### src/rtl/mm_pkg.sv
// Shared definitions for the matrix-multiply RAM subsystem: widths, port IDs,
// arbitration-state encoding and the A/B/R region base addresses.
package mm_pkg;

  localparam int MM_ADDR_WIDTH = 10;
  localparam int MM_DATA_WIDTH = 8;

  localparam logic PORT_HOST = 1'b0;
  localparam logic PORT_ENG  = 1'b1;

  localparam logic [MM_ADDR_WIDTH-1:0] MM_A_BASE = 10'h000;
  localparam logic [MM_ADDR_WIDTH-1:0] MM_B_BASE = 10'h100;
  localparam logic [MM_ADDR_WIDTH-1:0] MM_R_BASE = 10'h200;

  typedef enum logic [1:0] {
    ARB_FREE = 2'd0,
    ARB_OWN0 = 2'd1,
    ARB_OWN1 = 2'd2
  } arb_state_e;

  function automatic logic port_other(input logic port);
    return ~port;
  endfunction

endpackage

### src/rtl/mm_arb_grant.sv
// Grant logic for the two-port RAM arbiter: lock ownership FSM, bounded lock
// counter and last-grant memory for round-robin tie breaking.
module mm_arb_grant
  import mm_pkg::*;
#(
  parameter int PRIO_MODE = 0,
  parameter int LOCK_MAX  = 16
) (
  input  logic clk,
  input  logic reset,
  input  logic i_req0,
  input  logic i_req1,
  input  logic i_lock0,
  input  logic i_lock1,
  output logic o_gnt0,
  output logic o_gnt1
);

  arb_state_e r_state, w_state_nxt;
  logic [7:0] r_lock_cnt, w_lock_cnt_nxt, w_cnt_inc;
  logic       r_last_gnt, w_last_gnt_nxt;
  logic       r_force, w_force_nxt;
  logic       w_own0, w_own1, w_tie_port;
  logic       w_acc, w_port, w_lock, w_same_owner;

  // An owner that stops requesting no longer blocks the other port.
  always_comb begin
    w_own0     = (r_state == ARB_OWN0) && i_req0;
    w_own1     = (r_state == ARB_OWN1) && i_req1;
    w_tie_port = (PRIO_MODE == 1 && !r_force) ? PORT_HOST : port_other(r_last_gnt);
    o_gnt0     = 1'b0;
    o_gnt1     = 1'b0;
    if (w_own0) begin
      o_gnt0 = 1'b1;
    end else if (w_own1) begin
      o_gnt1 = 1'b1;
    end else if (i_req0 && i_req1) begin
      o_gnt0 = (w_tie_port == PORT_HOST);
      o_gnt1 = (w_tie_port == PORT_ENG);
    end else begin
      o_gnt0 = i_req0;
      o_gnt1 = i_req1;
    end
  end

  always_comb begin
    w_acc          = o_gnt0 | o_gnt1;
    w_port         = o_gnt1 ? PORT_ENG : PORT_HOST;
    w_lock         = o_gnt1 ? i_lock1 : i_lock0;
    w_same_owner   = ((r_state == ARB_OWN0) && o_gnt0) || ((r_state == ARB_OWN1) && o_gnt1);
    w_cnt_inc      = w_same_owner ? (r_lock_cnt + 8'd1) : 8'd1;
    w_state_nxt    = r_state;
    w_lock_cnt_nxt = r_lock_cnt;
    w_last_gnt_nxt = r_last_gnt;
    w_force_nxt    = 1'b0;
    if (w_acc) begin
      w_last_gnt_nxt = w_port;
      if (!w_lock) begin
        w_state_nxt    = ARB_FREE;
        w_lock_cnt_nxt = 8'd0;
      end else if (w_cnt_inc >= 8'(LOCK_MAX)) begin
        // Exhausted hold: the other port gets the very next tie.
        w_state_nxt    = ARB_FREE;
        w_lock_cnt_nxt = 8'd0;
        w_force_nxt    = 1'b1;
      end else begin
        w_state_nxt    = o_gnt1 ? ARB_OWN1 : ARB_OWN0;
        w_lock_cnt_nxt = w_cnt_inc;
      end
    end else begin
      w_state_nxt    = ARB_FREE;
      w_lock_cnt_nxt = 8'd0;
    end
  end

  always_ff @(posedge clk or negedge reset) begin
    if (!reset) begin
      r_state    <= ARB_FREE;
      r_lock_cnt <= 8'd0;
      r_last_gnt <= PORT_ENG;
      r_force    <= 1'b0;
    end else begin
      r_state    <= w_state_nxt;
      r_lock_cnt <= w_lock_cnt_nxt;
      r_last_gnt <= w_last_gnt_nxt;
      r_force    <= w_force_nxt;
    end
  end

endmodule

### src/rtl/mm_ram_arbiter.sv
// Shares the single-port matrix RAM between the host loader (port 0) and the
// matrix engine (port 1); registers the RAM bus and returns reads 2 cycles on.
module mm_ram_arbiter
  import mm_pkg::*;
#(
  parameter int ADDR_WIDTH = MM_ADDR_WIDTH,
  parameter int DATA_WIDTH = MM_DATA_WIDTH,
  parameter int PRIO_MODE  = 0,
  parameter int LOCK_MAX   = 16
) (
  input  logic                  clk,
  input  logic                  reset,
  input  logic                  p0_req,
  input  logic                  p0_we,
  input  logic                  p0_lock,
  input  logic [ADDR_WIDTH-1:0] p0_addr,
  input  logic [DATA_WIDTH-1:0] p0_wdata,
  output logic                  p0_gnt,
  output logic                  p0_rvalid,
  output logic [DATA_WIDTH-1:0] p0_rdata,
  input  logic                  p1_req,
  input  logic                  p1_we,
  input  logic                  p1_lock,
  input  logic [ADDR_WIDTH-1:0] p1_addr,
  input  logic [DATA_WIDTH-1:0] p1_wdata,
  output logic                  p1_gnt,
  output logic                  p1_rvalid,
  output logic [DATA_WIDTH-1:0] p1_rdata,
  output logic [ADDR_WIDTH-1:0] ram_addr,
  output logic [DATA_WIDTH-1:0] ram_data,
  output logic                  ram_we,
  input  logic [DATA_WIDTH-1:0] ram_q
);

  logic                  w_gnt0, w_gnt1, w_acc, w_we;
  logic [ADDR_WIDTH-1:0] w_addr;
  logic [DATA_WIDTH-1:0] w_wdata;
  logic [ADDR_WIDTH-1:0] r_ram_addr;
  logic [DATA_WIDTH-1:0] r_ram_data;
  logic                  r_ram_we;
  logic                  r_vld_p0, r_port_p0, r_vld_p1, r_port_p1;

  mm_arb_grant #(
    .PRIO_MODE (PRIO_MODE),
    .LOCK_MAX  (LOCK_MAX)
  ) u_grant (
    .clk     (clk),
    .reset   (reset),
    .i_req0  (p0_req),
    .i_req1  (p1_req),
    .i_lock0 (p0_lock),
    .i_lock1 (p1_lock),
    .o_gnt0  (w_gnt0),
    .o_gnt1  (w_gnt1)
  );

  assign w_acc   = w_gnt0 | w_gnt1;
  assign w_we    = w_gnt1 ? p1_we    : p0_we;
  assign w_addr  = w_gnt1 ? p1_addr  : p0_addr;
  assign w_wdata = w_gnt1 ? p1_wdata : p0_wdata;

  // p0: accept edge registers the bus; p1: RAM has sampled, ram_q is valid.
  always_ff @(posedge clk or negedge reset) begin
    if (!reset) begin
      r_ram_addr <= '0;
      r_ram_data <= '0;
      r_ram_we   <= 1'b0;
      r_vld_p0   <= 1'b0;
      r_port_p0  <= PORT_HOST;
      r_vld_p1   <= 1'b0;
      r_port_p1  <= PORT_HOST;
    end else begin
      r_ram_we  <= w_acc & w_we;
      if (w_acc) begin
        r_ram_addr <= w_addr;
        r_ram_data <= w_wdata;
      end
      r_vld_p0  <= w_acc & ~w_we;
      r_port_p0 <= w_gnt1;
      r_vld_p1  <= r_vld_p0;
      r_port_p1 <= r_port_p0;
    end
  end

  assign p0_gnt    = w_gnt0;
  assign p1_gnt    = w_gnt1;
  assign ram_addr  = r_ram_addr;
  assign ram_data  = r_ram_data;
  assign ram_we    = r_ram_we;
  assign p0_rvalid = r_vld_p1 & (r_port_p1 == PORT_HOST);
  assign p1_rvalid = r_vld_p1 & (r_port_p1 == PORT_ENG);
  assign p0_rdata  = p0_rvalid ? ram_q : '0;
  assign p1_rdata  = p1_rvalid ? ram_q : '0;

endmodule

### config.mk
export PLATFORM = sky130hd
export DESIGN_NAME = mm_ram_arbiter
export DESIGN_NICKNAME = d
export VERILOG_FILES = /design/src/rtl/mm_pkg.sv /design/src/rtl/mm_arb_grant.sv /design/src/rtl/mm_ram_arbiter.sv
export SDC_FILE = /design/constraint.sdc
export NUM_CORES = 1
export LEC_CHECK = 0
export BUFFER_PORTS_ARGS = -buffer_cell sky130_fd_sc_hd__buf_2
export CAP_MARGIN = 10
export CORE_MARGIN = 10
export CORE_UTILIZATION = 40
export CTS_CLUSTER_SIZE = 30
export DETAILED_ROUTE_END_ITERATION = 10
export GPL_TIMING_DRIVEN = 1
export PLACE_DENSITY = 0.79
export SKIP_LAST_GASP = 1
export SLEW_MARGIN = 20
export SYNTH_ARGS = -nofsm -noshare
export SYNTH_HDL_FRONTEND = slang
export SYNTH_SLANG_ARGS = --single-unit
### constraint.sdc
create_clock -name clk -period 5.1 [get_ports clk]
set_input_delay 0.51 -clock clk [delete_from_list [all_inputs] [get_ports clk]]
set_output_delay 0.51 -clock clk [all_outputs]
set_load 0.03 [all_outputs]
======== Yosys cells after proc, flatten, opt, wreduce, memory -nomap -nowiden ========
Index checks and enable logic that the tools add are counted.
word-level totals
  output and inout bits ................... 39
  logic and storage cells ................. 49
  register bits ........................... 34
  input port bits ......................... 52
cells by class
  bitwise operators ....................... 8
  order comparisons ....................... 1
  $add $sub $neg .......................... 1
  equality and inequality tests ........... 2
  mux-type cells .......................... 21
  reductions and logical operators ........ 6
operators by type and width
  kind                                                                   number
  8-bit two-way mux                                                      7
  10-bit two-way mux                                                     1
  1-bit two-way mux                                                      9
  8-bit by 1-bit adder with 8-bit output, second input constant          1
  8-bit by 5-bit >= comparator with 1-bit output, second input constant  1
  2-bit two-way mux                                                      4
  1-bit logical AND                                                      5
  1-bit bitwise AND                                                      4
  1-bit inverter                                                         3
  2-bit by 1-bit equality test with 1-bit output, second input constant  1
  2-bit equality test, second input constant                             1
  1-bit logical OR                                                       1
  1-bit bitwise OR                                                       1

======== Depth between registers and ports, before layout ========
Gate-level depths: netlist of run 1.
  word-level depth ........................ 11
  gate-level depth with buffers ........... 6
  mapped depth without buffers ............ 5

======== Modules after synthesis ========
A second synthesis of run 1 with hierarchy kept.
unflattened totals
  cells, all modules ...................... 155
  area total of the unflattened synthesis .. 1644.1 um^2
by module, submodules not included
  module          area an instance (um^2)  seq. area each (um^2)  cells an instance  instances
  mm_ram_arbiter  1109.8                   575.6                  108                1
  mm_arb_grant    534.3                    276.5                  47                 1

======== Worst setup path before layout of run 1 ========
Ideal clock, no wire load.
  path kind ............................... input port to output port
  start ................................... input p1_req
  end ..................................... output p1_gnt
  path buffers ............................ 1
  required time ........................... 4.590 ns
  data arrival time ....................... 1.614 ns
  setup slack ............................. 2.976 ns
  stages .................................. 5
  cell sequence ........................... buf_2 inv_2 o311ai_4 inv_2 nor2_1
between the ends
  cells in the longest elaborated chain, start to end .. 4
  elaborated cells between the ends (all ways) .. 5
  those cells by class .................... mux: 3; reduce/logical: 2
ends and longest elaborated chain
  item                   line                  source
  from (decl)            mm_ram_arbiter.sv:21  input logic p1_req,
  1-bit logical AND      mm_arb_grant.sv:37    end else if (i_req0 && i_req1) begin
  1-bit two-way mux      mm_arb_grant.sv:37
  1-bit two-way mux (*)  mm_arb_grant.sv:35    end else if (w_own1) begin
  1-bit two-way mux (*)  mm_arb_grant.sv:33    if (w_own0) begin
  to (decl)              mm_ram_arbiter.sv:26  output logic p1_gnt,
Every way passes the cells marked *; elsewhere a longest branch is shown, timed or not.

======== Worst setup path in the final report of run 1 ========
Ends and elaborated chain as after synthesis.

==> impl_metrics.py, run 1 <==
metrics = {
    "hold_path": {
        "holdCritPathClass": "input pin to async pin",
    },
    "grt": {
        "grt_use_total_pct": 12.64,
        "grt_max_degree": 42,
        "first_global_vias": 1547,
        "grt_pass1_wl_mm": 7.355,
        "antenna_found_initial": 0,
        "overflow": 0,
    },
    "worst_setup_path": {
        "path_buf_inv": 5,
        "r2r-start": "u_grant.r_lock_cnt[0]",
        "ff2ff_setup_slack_ps": 3230,
        "worstPathArrival_ps": 2280,
        "crit_fanout": 41,
        "r2r-end": "u_grant.r_lock_cnt[0]",
        "slowest_stage": "buf_2",
        "worst_path_largest_cell_delay_ps": 490,
        "crit_family": "buffers and inverters",
        "critical_path_class": "input pin to output pin",
        "reg2regPathDepth": 5,
        "path_cells": "buf_2 -> inv_2 -> o311ai_4 -> buf_4 -> inv_2 -> nor2_1 -> buf_2",
        "critPathRequiredTime_ps": 4590,
        "worstSetupEndpointType": "output pin",
        "cp-start-kind": "input pin",
    },
    "final_layout": {
        "fin_nets": 307,
        "layout_common_cells": "buf_2, dfrtp_1, nor2_1",
        "nFillCells": 364,
        "final_cells": 305,
        "area_delta_synth_final_pct": 35.58,
        "layout_commonest_cell": "buf_2",
        "seq_area_sq_um": 852.1,
        "final_layout_size_suffix_gt1_share_pct": 40.78,
        "antenna-diode-count": 0,
        "multiInputGateArea_sq_um": 762.0,
    },
    "floorplanning": {
        "std_cell_rows": 23,
        "dieArea_sq_um": 7103,
        "num_io_pins": 91,
        "start_util_pct": 41.32,
        "die_x_um": 84.28,
        "die_y_um": 84.28,
        "coreArea_sq_um": 4000,
    },
    "timing": {
        "drv_slew": 0,
        "worst_pin_slew_ps": 728.0,
        "timing.fmax_ghz": 0.3579,
        "finalSetupViolations": 0,
        "hold_viol": 0,
        "rsz0062_at_grt": "false",
        "finalClockSkew_ps": 4.842,
        "hold_ws_ps": 283.8,
        "setup_tns_ps": 0,
        "relSlewSlack_pct": 51.46,
        "fin_crit_ps": 2794,
        "period_share_pct": 54.78,
    },
    "outcome": {
        "status": "complete, no violations",
    },
    "clocking": {
        "hold_buffers": 0,
        "root_buffer": "clkbuf_8",
        "cts.reportedPaths.clkPinSlew_ps": 70,
        "cts_resized": 0,
        "cts_max_path_buffers": 2,
        "cts_setup_buffers": 0,
        "cts_tree": "yes",
        "clkLatencyLatePin_ps": 280,
        "clock_sinks": 34,
        "cts_buffers": 5,
        "htreeDepth": 2,
    },
    "power_and_ir_drop": {
        "finalPower_uw": 719.6,
        "p_leak_uw": 0.001201,
        "power_density_nw_per_um2": 321.1,
        "ir_drop_uv": 193.3,
    },
    "synth": {
        "synthCells": 161,
        "synthAdderAreaFrac_pct": 0.7570,
        "yosys_warnings": 0,
        "yosysTopAreaCellShare_pct": 49.96,
        "syn_area_sq_um": 1653,
        "synthTopCellsByArea": "dfrtp_1, mux2i_1, a21oi_1",
        "synth_top_family_by_area": "simple AND/OR/NAND/NOR gates",
        "muxShareOfSynthArea_pct": 10.90,
        "ys_seq_area_share_pct": 51.55,
        "syn_avg_cell_area_sq_um": 10.27,
        "synthSimpleGateAreaFrac_pct": 19.45,
        "synthXorXnorAreaFrac_pct": 1.590,
        "ys_types": 30,
        "synth_compound_area_share_pct": 12.49,
        "synth_top_cell_by_area": "dfrtp_1",
        "synth-seq-cells": 34,
    },
    "detailed_routing": {
        "wl_per_cell_um": 14.73,
        "post-route-drc-count": 0,
        "via_per_inst": 4.921,
        "drt-initial-drc-count": 33,
        "vias": 1501,
        "first_pass_iters": 5,
        "finalWirelength_mm": 4.493,
        "ant_nets": 0,
    },
    "job": {
        "timing.max_cap.violations": 0,
    },
    "place": {
        "io_buffers": 90,
        "hpwl_mm": 3.477,
        "place.gp.congestion": 0.8101,
        "place_inst": 297,
    },
}
-- worst max-delay path by stage --
stage / to / startpoint / slack (ps) / cells after the start
after detailed placement: p1_gnt / p1_req / 2280 / 7
after floorplan: p1_gnt / p1_req / 2980 / 5
after CTS: p1_gnt / p1_req / 2280 / 7
final: p1_gnt / p1_req / 2310 / 7
after global routing: p1_gnt / p1_req / 2150 / 7
after global placement: p1_gnt / p1_req / 2330 / 7
-- routing by layer --
layer,global-route usage [%],routed length [um],up-vias
met3,5.024,449,7
met2,19.92,2085,77
met4,7.306,101,0
met1,14.16,1857,668
met5,0,0,-
li1,-,-,749
-- cells by family (layout without fill, tap and decap cells) --
group | Yosys count | after routing
flops | 34 | 34
other cells | 1 | 4
xor+xnor | 3 | 3
fa+ha+maj | 1 | 1
compound gates | 29 | 29
mux | 18 | 18
buf+inv | 12 | 103
simple gates | 63 | 63
-- sequential cells by signal, summed over array words and instances (netlist names) --
signal / count
r_vld_p0: 1
u_grant.r_state: 2
ram_we: 1
ram_addr: 10
u_grant.r_last_gnt: 1
r_port_p1: 1
r_port_p0: 1
ram_data: 8
r_vld_p1: 1
u_grant.r_lock_cnt: 8
-- synthesized netlist by cell type --
| cell type | n |
|---|---|
| nand2_1 | 7 |
| a21oi_1 | 19 |
| a311oi_2 | 1 |
| o21ai_0 | 2 |
| mux2i_1 | 18 |
| dfstp_2 | 1 |
| or3_1 | 1 |
| clkbuf_1 | 4 |
| a31oi_1 | 1 |
| dfrtp_1 | 33 |
| nor2b_1 | 4 |
| buf_2 | 4 |
| nor3b_1 | 1 |
| xor2_1 | 2 |
| nor4_1 | 4 |
| o311ai_4 | 1 |
| nand3b_1 | 2 |
| nor2_1 | 22 |
| inv_1 | 2 |
| nand3_1 | 3 |
| a311oi_1 | 2 |
| xnor2_1 | 1 |
| conb_1 | 1 |
| ha_1 | 1 |
| o311a_1 | 1 |
| and2_1 | 10 |
| a2111oi_2 | 1 |
| o2111a_1 | 1 |
| and3_1 | 9 |
| inv_2 | 2 |
-- layout make-up --
| type | count | area share [%] |
|---|---|---|
| sequential | 34 | 38.02 |
| multi-input combinational | 118 | 34.00 |
| timing repair buffer | 91 | 20.44 |
| clock buffer | 7 | 3.853 |
| tap | 50 | 2.792 |
| inverter | 4 | 0.6700 |
| clock inverter | 1 | 0.2233 |
-- power breakdown --
group          internal, uW  leakage (uW)  switching, uW
clock network           109     0.0000482           91.8
logic                  67.3      0.000749            130
registers               302      0.000404           20.1
total                   478       0.00120            242
-- metrics by stage --
step | util [%] | area (sq um) | worst slack [ps]
2_1_floorplan | - | 1664 | 2976
3_3_place_gp | 53.74 | 2150 | 2335
3_5_place_dp | 53.74 | 2150 | 2282
4_1_cts | 56.02 | 2241 | 2281
5_1_grt | 56.02 | 2241 | 2153
6_report | 56.02 | 2241 | 2306
Note: power is estimated with default switching activity, not from simulation.
==> inputs of run 2 (changes only) <==
==> constraint.sdc (replaced) <==
create_clock -name clk -period 2.61 [get_ports clk]
set_input_delay 0.261 -clock clk [delete_from_list [all_inputs] [get_ports clk]]
set_output_delay 0.261 -clock clk [all_outputs]
set_load 0.03 [all_outputs]
==> impl_metrics.py, run 2 (synthesis gave the netlist of run 1 again) <==
metrics = {
    "final_layout": {
        "fin_nets": 308,
        "layout_commonest_cell": "buf_2",
        "antenna-diode-count": 0,
        "nFillCells": 351,
        "largest_reg_flops": 10,
        "stdcell_area_sq_um": 2300,
        "final_layout_size_suffix_gt1_share_pct": 41.41,
        "seq_area_sq_um": 852.1,
        "multiInputGateArea_sq_um": 762.0,
        "layout_common_cells": "buf_2, dfrtp_1, nor2_1",
        "area_delta_synth_final_pct": 39.14,
    },
    "place": {
        "placed_area_sq_um": 2157,
        "hpwl_mm": 3.448,
        "io_buffers": 90,
        "place.gp.congestion": 0.7853,
    },
    "detailed_routing": {
        "drt-initial-drc-count": 33,
        "ant_nets": 0,
        "vias": 1516,
        "wl_per_cell_um": 14.44,
        "post-route-drc-count": 0,
        "finalWirelength_mm": 4.419,
        "first_pass_iters": 4,
        "via_per_inst": 4.954,
    },
    "timing": {
        "finalSetupViolations": 0,
        "hold_viol": 0,
        "finalClockSkew_ps": 2.898,
        "period_share_pct": 71.43,
        "setup_tns_ps": 0,
        "relSlewSlack_pct": 50.58,
        "rsz0062_at_grt": "false",
        "fin_crit_ps": 1864,
        "drv_slew": 0,
        "timing.fmax_ghz": 0.5364,
        "worst_pin_slew_ps": 741.3,
    },
    "floorplanning": {
        "die_x_um": 84.28,
        "num_io_pins": 91,
        "std_cell_rows": 23,
        "start_util_pct": 41.32,
        "dieArea_sq_um": 7103,
        "die_y_um": 84.28,
        "coreArea_sq_um": 4000,
    },
    "worst_setup_path": {
        "path_cells": "ha_1 -> and3_1 -> a311oi_1 -> a311oi_2 -> nor4_1",
        "worst_path_largest_cell_delay_ps": 420,
        "critical_path_class": "flop to flop",
        "path_buf_inv": 0,
        "r2r-start": "u_grant.r_lock_cnt[0]",
        "reg2regPathDepth": 5,
        "crit_fanout": 6,
        "critPathCapture": "u_grant.r_lock_cnt[3]",
        "crit_family": "simple AND/OR/NAND/NOR gates",
        "cp-start-kind": "flop",
        "cp_num_cells": 5,
        "worstPathArrival_ps": 2020,
        "r2r-end": "u_grant.r_lock_cnt[3]",
        "worstSetupEndpointType": "flop",
        "critPathRequiredTime_ps": 2770,
        "slowest_stage": "dfrtp_1",
        "ff2ff_setup_slack_ps": 750,
        "crit_start": "u_grant.r_lock_cnt[0]",
    },
    "outcome": {
        "status": "complete, no violations",
    },
    "clocking": {
        "cts_setup_buffers": 0,
        "cts_max_path_buffers": 2,
        "htreeDepth": 2,
        "cts.reportedPaths.clkPinSlew_ps": 70,
        "clock_sinks": 34,
        "cts_buffers": 5,
        "root_buffer": "clkbuf_8",
        "hold_buffers": 0,
        "cts_tree": "yes",
        "cts_resized": 0,
        "clkLatencyLatePin_ps": 280,
    },
    "power_and_ir_drop": {
        "power_density_nw_per_um2": 698.4,
        "internal-power_uw": 1129,
        "pwr-share-seq_pct": 39.0,
        "p_leak_uw": 0.001229,
        "finalPower_uw": 1606,
        "power_switching_uw": 477.1,
        "p_clk_share_pct": 36.9,
        "ir_drop_uv": 372.9,
        "combPwrFrac_pct": 24.1,
        "switching_share_pct": 29.71,
    },
    "grt": {
        "grt_pass1_wl_mm": 7.231,
        "first_global_vias": 1569,
        "overflow": 0,
        "grt_use_total_pct": 12.20,
        "antenna_found_initial": 1,
        "grt_max_degree": 41,
    },
    "hold_path": {
        "holdCritPathClass": "input pin to async pin",
    },
    "job": {
        "timing.max_cap.violations": 0,
    },
}
## run 2: area by class of cell
class | count | share of cell area (%)
clock buffer | 6 | 3.591
clock inverter | 2 | 2.612
inverter | 4 | 0.6529
multi-input combinational | 118 | 33.13
sequential | 34 | 37.05
tap | 50 | 2.720
timing repair buffer | 92 | 20.24
## run 2: per-layer routing
metal  vias up  global-route usage [%]  wire (um)
met5         -                       0         14
met4         2                   5.479         65
met3         7                   5.990        468
met2        76                   19.99       2057
met1       681                   12.97       1813
li1        750                       -          -
## run 2: power groups by stage
stage          Clock (uW)  Sequential, uW  Combinational [uW]
2_1_floorplan           0             724                 163
3_3_place_gp            0             634                 388
3_5_place_dp            0             636                 395
4_1_cts               608             628                 395
5_1_grt               631             635                 423
6_report              592             627                 387
## run 2: worst register-to-register path: cells and delay by family, from the launching register on
kind,cells,cell delay (ps)
AND/OR/NAND/NOR,2,600
AO/OA/AOI/OAI,2,460
flip-flops,1,420
adder cells (fa/ha/maj),1,260
## run 2: metrics by stage
stage          util, %  hold slack, ps  cells  worst slack (ps)
5_1_grt          57.49           93.47    306             623.5
2_1_floorplan        -          -34.59    164             919.7
3_3_place_gp     53.93           333.6    298             858.1
4_1_cts          57.49           61.67    306             779.0
3_5_place_dp     53.93           339.5    298             795.5
6_report         57.49           36.65    306             745.8
## run 2: worst min path at each step
stage	start	end	slack, ps	cells past startpoint
floorplan	reset	r_port_p0	-30	0
global placement	r_port_p0	r_port_p1	330	0
detailed placement	r_vld_p0	r_vld_p1	340	0
CTS	reset	ram_data[5]	60	1
global route	reset	u_grant.r_lock_cnt[2]	90	1
finish	reset	u_grant.r_state[1]	40	1
==> inputs of run 3 (changes only) <==
--- a/config.mk
+++ b/config.mk
@@ -5,6 +5,7 @@
 export SDC_FILE = /design/constraint.sdc
 export NUM_CORES = 1
 export LEC_CHECK = 0
+export ABC_AREA = 1
 export BUFFER_PORTS_ARGS = -buffer_cell sky130_fd_sc_hd__buf_2
 export CAP_MARGIN = 10
 export CORE_MARGIN = 10
@@ -12,7 +13,7 @@
 export CTS_CLUSTER_SIZE = 30
 export DETAILED_ROUTE_END_ITERATION = 10
 export GPL_TIMING_DRIVEN = 1
-export PLACE_DENSITY = 0.79
+export PLACE_DENSITY = 0.8
 export SKIP_LAST_GASP = 1
 export SLEW_MARGIN = 20
 export SYNTH_ARGS = -nofsm -noshare
==> constraint.sdc (replaced) <==
create_clock -name clk -period 1.8 [get_ports clk]
set_input_delay 0.18 -clock clk [delete_from_list [all_inputs] [get_ports clk]]
set_output_delay 0.18 -clock clk [all_outputs]
set_load 0.03 [all_outputs]
==> impl_metrics.py, run 3 <==
metrics = {
    "outcome": {
        "status": "complete, no violations",
    },
    "timing": {
        "period_share_pct": 94.65,
        "drv_slew": 0,
        "timing.fmax_ghz": 0.5869,
        "relSlewSlack_pct": 51.75,
        "hold_viol": 0,
        "fin_crit_ps": 1704,
        "rsz0062_at_grt": "false",
        "worst_pin_slew_ps": 723.8,
        "setup_tns_ps": 0,
        "worst_slack_ps": 96.22,
        "finalSetupViolations": 0,
        "finalClockSkew_ps": 10.21,
    },
    "worst_setup_path": {
        "r2r-start": "u_grant.r_lock_cnt[0]",
        "crit_fanout": 21,
        "worst_path_largest_cell_delay_ps": 530,
        "critical_path_class": "flop to output pin",
        "cp-start-kind": "flop",
        "worstPathArrival_ps": 1520,
        "worstSetupEndpointType": "output pin",
        "critPathRequiredTime_ps": 1620,
        "path_buf_inv": 3,
        "crit_family": "flip-flops",
        "crit_start": "u_grant.r_last_gnt",
        "path_cells": "inv_1 -> a21oi_2 -> nand3_1 -> nand2_2 -> inv_6 -> buf_4",
        "slowest_stage": "dfstp_2",
    },
    "detailed_routing": {
        "ant_nets": 0,
        "post-route-drc-count": 0,
        "via_per_inst": 4.623,
        "vias": 1618,
        "wl_per_cell_um": 13.21,
        "drt-initial-drc-count": 105,
        "finalWirelength_mm": 4.624,
        "first_pass_iters": 4,
    },
    "power_and_ir_drop": {
        "power_density_nw_per_um2": 999.7,
        "ir_drop_uv": 660.0,
        "p_leak_uw": 0.001322,
        "finalPower_uw": 2241,
    },
    "grt": {
        "grt_max_degree": 35,
        "overflow": 0,
        "first_global_vias": 1698,
        "antenna_found_initial": 0,
        "grt_use_total_pct": 13.35,
        "grt_pass1_wl_mm": 7.776,
    },
    "final_layout": {
        "fin_nets": 354,
        "area_delta_synth_final_pct": 41.77,
        "layout_commonest_cell": "buf_2",
        "layout_common_cells": "buf_2, nand2_1, dfrtp_1",
        "nFillCells": 359,
        "antenna-diode-count": 0,
        "fin_util_pct": 59.89,
        "stdcell_area_sq_um": 2242,
        "largest_reg_flops": 10,
        "final_layout_size_suffix_gt1_share_pct": 35.76,
    },
    "floorplanning": {
        "num_io_pins": 91,
        "dieArea_sq_um": 6869,
        "die_x_um": 82.88,
        "start_util_pct": 42.25,
        "std_cell_rows": 22,
        "die_y_um": 82.88,
        "coreArea_sq_um": 3744,
    },
    "synth": {
        "ys_seq_area_share_pct": 53.88,
        "yosysTopAreaCellShare_pct": 52.22,
        "syn_avg_cell_area_sq_um": 7.791,
        "async_reset_ff_share_pct": 100.0,
        "yosys_warnings": 0,
        "synth_edf_count": 0,
        "synth-seq-cells": 34,
        "synthCells": 203,
        "synth.most_common_cell": "nand2_1",
        "synthFlopType": "dfrtp_1",
        "ys_types": 20,
        "ys_top_cells_by_count": "nand2_1, dfrtp_1, nand3_1",
        "synthTopCellsByArea": "dfrtp_1, nand2_1, nand3_1",
        "synth_top_cell_by_area": "dfrtp_1",
        "syn_area_sq_um": 1582,
    },
    "clocking": {
        "clock_sinks": 34,
        "clkLatencyLatePin_ps": 290,
        "root_buffer": "clkbuf_8",
        "cts_tree": "yes",
        "cts_setup_buffers": 0,
        "cts_max_path_buffers": 2,
        "cts.reportedPaths.clkPinSlew_ps": 70,
        "htreeDepth": 2,
        "cts_buffers": 5,
    },
    "place": {
        "dp_slack_ps": 300.7,
        "io_buffers": 90,
        "placed_area_sq_um": 2083,
        "hpwl_mm": 3.698,
        "place.gp.congestion": 0.8189,
    },
    "job": {
        "timing.max_cap.violations": 0,
    },
    "hold_path": {
        "holdCritPathClass": "input pin to flop",
        "holdCritStartpoint": "p1_wdata[0]",
    },
}
## run 3: cell count changes after synthesis, moves of 5 or more
cell	change
nor2_1	+5
nand3_1	+25
nand2_1	+64
inv_1	+18
mux2i_1	-18
and3_1	-9
a21oi_1	-17
and2_1	-10
## run 3: layer usage
layer / global-route usage (%) / routed length [um]
met2: 21.58 / 2158
met1: 15.34 / 2005
met4: 6.462 / 103
met3: 4.590 / 356
met5: 0 / 0
## run 3: kinds of logic after synthesis
| group | Yosys count | share of synthesized area (%) |
|---|---|---|
| compound gates | 7 | 2.374 |
| fa+ha+maj | 1 | 0.7910 |
| buf+inv | 28 | 7.911 |
| other cells | 1 | 0.2371 |
| flops | 34 | 53.88 |
| simple gates | 132 | 34.81 |
## run 3: power by group
group | leakage [uW] | switching [uW] | internal, uW | total (uW)
clock | 0.0000683 | 283 | 555 | 838
sequential | 0.000416 | 43.3 | 844 | 887
combinational | 0.000838 | 356 | 161 | 516
## run 3: stage by stage
stage | std cells | hold slack [ps]
global placement | 341 | 276.4
floorplan | 206 | -115.6
CTS | 350 | 77.39
global route | 350 | 86.96
finish | 350 | 85.97
detailed placement | 341 | 281.0
## run 3: final timing paths
check | to | slack [ps] | cells after the start
min | ram_data[0] | 90 | 3
max in group asynchronous | r_vld_p1 | 840 | 2
max reg2reg | u_grant.r_lock_cnt[0] | 420 | 8
min in group asynchronous | u_grant.r_state[1] | 500 | 2
max | p1_gnt | 100 | 6
min reg2reg | r_port_p1 | 350 | 0
## run 3: layout make-up
class	instances	area (sq um)	share of cell area, %
sequential	34	852.1	38.00
multi-input combinational	144	619.3	27.62
inverter	22	87.58	3.906
clock buffer	5	68.82	3.069
timing repair buffer	94	485.5	21.65
clock inverter	3	68.82	3.069
tap	48	60.06	2.679
## run 3: tightest hold or removal path: cells and delay by family
| kind | cells | cell delay (ps) |
|---|---|---|
| simple gates | 2 | 90 |
| buf+inv | 1 | 70 |
## run 3: what timing repair did
item | CTS | global route
hold endpoints to repair | 33 | 0
hold buffers | 1 | 0
gates resized for setup | 1 | 4
pin swaps | 0 | 2
endpoints found under the setup margin | 1 | 1
